===== src/rtl/alu_seq.sv =====
// Sequencer/staging wrapper around the 8-bit ALU: request regs, accumulator, flags, result handshake.
// Optional accumulator forwarding into operand B is enabled by defining ALU_SEQ_ACC_FWD_EN.
module alu_seq #(
  parameter int WIDTH = 8
) (
  input  logic             wclk,
  input  logic             wrst_n,
  input  logic             wreq_valid,
  output logic             wreq_ready,
  input  logic [2:0]       bops_in,
  input  logic [WIDTH-1:0] ba_in,
  input  logic [WIDTH-1:0] bb_in,
  input  logic             wuse_c,
  input  logic             wclf,
`ifdef ALU_SEQ_ACC_FWD_EN
  input  logic             wsel_acc,
`endif
  output logic [WIDTH-1:0] balu_a,
  output logic [WIDTH-1:0] balu_b,
  output logic             walu_ci,
  output logic [2:0]       balu_ops,
  input  logic [WIDTH-1:0] balu_c,
  input  logic             walu_co,
  input  logic             walu_eq,
  input  logic             walu_alo,
  input  logic             walu_z,
  output logic             wres_valid,
  input  logic             wres_ready,
  output logic [WIDTH-1:0] bres,
  output logic [3:0]       bflags
);

  if (WIDTH != 8) begin : g_width_chk
    $error("alu_seq: WIDTH must be 8, the ALU is 8-bit");
  end

  localparam logic [2:0] OP_NOP = 3'd7;
  localparam int         FLG_C  = 3;

  typedef enum logic [1:0] {
    IDLE = 2'd0,
    EXEC = 2'd1,
    RESP = 2'd2
  } state_t;

  state_t           state, state_nxt;
  logic             accept, capture;
  logic [WIDTH-1:0] b_src;

`ifdef ALU_SEQ_ACC_FWD_EN
  assign b_src = wsel_acc ? bres : bb_in;
`else
  assign b_src = bb_in;
`endif

  always_ff @(posedge wclk or negedge wrst_n) begin
    if (!wrst_n) state <= IDLE;
    else         state <= state_nxt;
  end

  always_comb begin
    state_nxt  = state;
    wreq_ready = 1'b0;
    wres_valid = 1'b0;
    accept     = 1'b0;
    capture    = 1'b0;
    case (state)
      IDLE: begin
        wreq_ready = 1'b1;
        if (wreq_valid) begin
          accept    = 1'b1;
          state_nxt = EXEC;
        end
      end
      EXEC: begin
        capture   = 1'b1;
        state_nxt = RESP;
      end
      RESP: begin
        wres_valid = 1'b1;
        if (wres_ready) state_nxt = IDLE;
      end
      default: state_nxt = IDLE;
    endcase
  end

  // Operand staging; a clear coinciding with accept wins over the stored carry.
  always_ff @(posedge wclk or negedge wrst_n) begin
    if (!wrst_n) begin
      balu_a   <= '0;
      balu_b   <= '0;
      balu_ops <= '0;
      walu_ci  <= 1'b0;
    end else if (accept) begin
      balu_a   <= ba_in;
      balu_b   <= b_src;
      balu_ops <= bops_in;
      walu_ci  <= wuse_c & ~wclf & bflags[FLG_C];
    end
  end

  // Result capture; a flag capture on the EXEC edge takes priority over wclf.
  always_ff @(posedge wclk or negedge wrst_n) begin
    if (!wrst_n) begin
      bres   <= '0;
      bflags <= '0;
    end else begin
      if (capture) bres <= (balu_ops == OP_NOP) ? '0 : balu_c;
      if (capture && balu_ops != OP_NOP) bflags <= {walu_co, walu_alo, walu_eq, walu_z};
      else if (wclf)                     bflags <= '0;
    end
  end

endmodule


===== config.mk =====
export PLATFORM = sky130hd
export DESIGN_NAME = alu_seq
export DESIGN_NICKNAME = d
export VERILOG_FILES = /design/src/rtl/alu_seq.sv
export SDC_FILE = /design/constraint.sdc
export NUM_CORES = 1
export LEC_CHECK = 0
export BUFFER_PORTS_ARGS = -buffer_cell sky130_fd_sc_hd__buf_2
export CORE_ASPECT_RATIO = 1.25
export CORE_UTILIZATION = 45
export CTS_CLUSTER_DIAMETER = 200
export DETAILED_ROUTE_END_ITERATION = 8
export GPL_TIMING_DRIVEN = 0
export MAX_ROUTING_LAYER = met4
export PLACE_DENSITY = 0.8
export REMOVE_ABC_BUFFERS = 1
export SYNTH_ARGS = -nofsm -noshare
export SYNTH_HDL_FRONTEND = slang
export SYNTH_SLANG_ARGS = --single-unit

===== constraint.sdc =====
create_clock -name wclk -period 2.4 [get_ports wclk]
set_input_delay 0 -clock wclk [delete_from_list [all_inputs] [get_ports wclk]]
set_output_delay 0 -clock wclk [all_outputs]
set_load 0.03 [all_outputs]

==> results.cfg <==
[logic_synthesis]
synth_common_cells = dfrtp_1 (34), mux2_2 (20), a22o_1 (8), nor2b_1 (4)
ys_seq_area_frac = 0.643
synth_ff_type = dfrtp_1
ys_seq_elements = 34
synth.area.top_cells = dfrtp_1 (64%), mux2_2 (17%), a22o_1 (5.3%)
synth_cell_type_count = 15
synth_edf_count = 0
yosysMostFrequentCell = dfrtp_1
syn_area_um2 = 1320
yosysTopAreaCell = dfrtp_1
synthCells = 83
async_flop_share = 1.00
yosys_warnings = 0
synth_top_cell_area_share = 0.643
postSynthAreaPerCell_um2 = 15.9

[placement]
dp_hpwl_mm = 1.98
dp.cells = 183
routabilityCongestion = 0.667
placed_area_um2 = 1680
portBuffers = 70

[clock_tree]
cts_made_buffers = 5
post-cts-setup-buffers = 0
cts-resized-gates = 0
clock_path_buffers = 2
cts_root_buf = clkbuf_4
holdBufCountCts = 34
tritoncts = yes
clk_pin_slew_worst_paths_ns = 0.11
cts.sinks = 34
ctsHtreeMaxLevel = 2
clock_latency_ns = 0.33

[sta]
tightest_slew_ns = 1.01
max_freq_ghz = 0.539
post-route-min-period_ns = 1.85
final-hold-violation-count = 0
fin_crit_sh = 0.773
slew_viol_final = 0
setup_violations = 0
hold_slack_ns = 0.0360
slew_headroom = 0.329
setup_tns_ns = 0
rsz0062_at_grt = no
finClkSkew_ns = 0.0148

[route]
wl_per_cell_um = 15.8
antenna_left = 0
wl_mm = 3.55
avgViaCountPerCell = 5.03
first_iter_violations = 18
dr.pass1.iters = 4
remaining_drc_errors = 0
vias = 1132

[power]
seq_power_share = 0.361
power_frac_clock = 0.145
total_power_mw = 2.83
pwr-share-comb = 0.495
p_int_mw = 1.58
powerDensity_nw_per_um2 = 1350
peakVddDrop_mv = 0.989
switching_power_mw = 1.25
p_sw_frac = 0.441
p_leak_nw = 1.04

[setup_path]
startpoint_type = register
endpoint_kind = register
crit_start = state[1]$_DFFE_PN0P_
arrival_ns = 2.06
cp_max_fo = 22
r2r-start = state[1]$_DFFE_PN0P_
critical_path_class = register to register
crit_required_ns = 2.61

[die]
dieArea_um2 = 3160
io_pins = 71
rows = 21
dieWidth_um = 50.5
coreArea_um2 = 2730
die_h_um = 62.6
initial_core_util = 0.484

[global_route]
grt_max_degree = 35
grt_overflow = 0
grt_pass1_vias = 1285
track_usage = 0.258
grt_pass1_wl_mm = 5.80
antenna_found_initial = 0

[layout]
nets = 227
syn2layout_area_growth_pct = 59.0
drive_gt1_frac = 0.529
stdcell_area_um2 = 2100
antennaDiodeCount = 0
stdcell_count = 225

[min_path]
hold_class = input port to register
min_from = wclf

[run]
maxCapViolCount = 0

[status]
status = complete, no violations
==> cell families after synthesis <==
logic type             Yosys count  synth area share
AO/OA/AOI/OAI                   11            0.0766
multiplexers                    23             0.202
AND/OR/NAND/NOR                  9            0.0445
buffers and inverters            6            0.0341
flip-flops                      34             0.643
==> layout make-up <==
| class | count | area (µm²) |
|---|---|---|
| sequential | 34 | 851 |
| timing repair buffer | 104 | 691 |
| fill | 171 | 629 |
| multi-input combinational | 43 | 433 |
| tap | 34 | 42.5 |
| clock buffer | 6 | 41.3 |
| clock inverter | 2 | 37.5 |
| inverter | 2 | 7.51 |
==> worst max-delay path, cell delays in order, from the launching register on <==
cell     delay (ns)
dfrtp_1        0.44
nor3b_4        0.85
mux2_2         0.43
==> flip-flops by register name (all words and copies together), names as in the netlist <==
| register | flops |
|---|---|
| bflags | 4 |
| balu_ops | 3 |
| walu_ci | 1 |
| balu_b | 8 |
| balu_a | 8 |
| bres | 8 |
| state | 2 |
==> routing by layer <==
metal,vias up,wire length [µm],track usage
met3,11,191,0.0511
met2,58,1970,0.448
li1,510,-,-
met4,0,89,0.115
met5,-,0,-
met1,553,1300,0.279
==> power by group through the flow <==
stage	Combinational, mW	Clock, mW	Sequential (mW)
floorplan	0.437	0	1.51
global placement	1.32	0	0.985
detailed placement	1.35	0	1.01
CTS	1.39	0.418	1.00
global route	1.48	0.445	1.05
finish	1.40	0.410	1.02
==> cells in the final DEF, fill, tap and decap left out, drive strengths merged <==
cell type    count
clkinvlp         1
bufinv           1
mux2            23
nor3b            1
a31oi            1
nand2b           2
a22o             8
o21ai            2
clkbuf           6
buf             70
nor2b            4
nand3            1
dfrtp           34
nor2             1
inv              2
dlygate4sd3     34
==> through the flow <==
step / setup WS (ns) / utilization
after floorplan: 0.568 / -
after global placement: 0.312 / 0.614
after detailed placement: 0.224 / 0.614
after CTS: 0.205 / 0.767
after global routing: 0.432 / 0.770
final: 0.545 / 0.770
==> path summary, 6_finish.rpt <==
check                                   endpoint  slack [ns]  depth (start not counted)
max                        balu_a[0]$_DFFE_PN0P_        0.55                          2
min                          walu_ci$_DFFE_PN0P_        0.04                          4
max reg2reg                balu_a[0]$_DFFE_PN0P_        0.55                          2
min reg2reg                  bres[2]$_DFFE_PN0N_        0.51                          1
max in group asynchronous    bres[1]$_DFFE_PN0N_        1.65                          2
min in group asynchronous  balu_a[6]$_DFFE_PN0P_        0.27                          2
No activity file was read; power rests on OpenSTA's default activity.
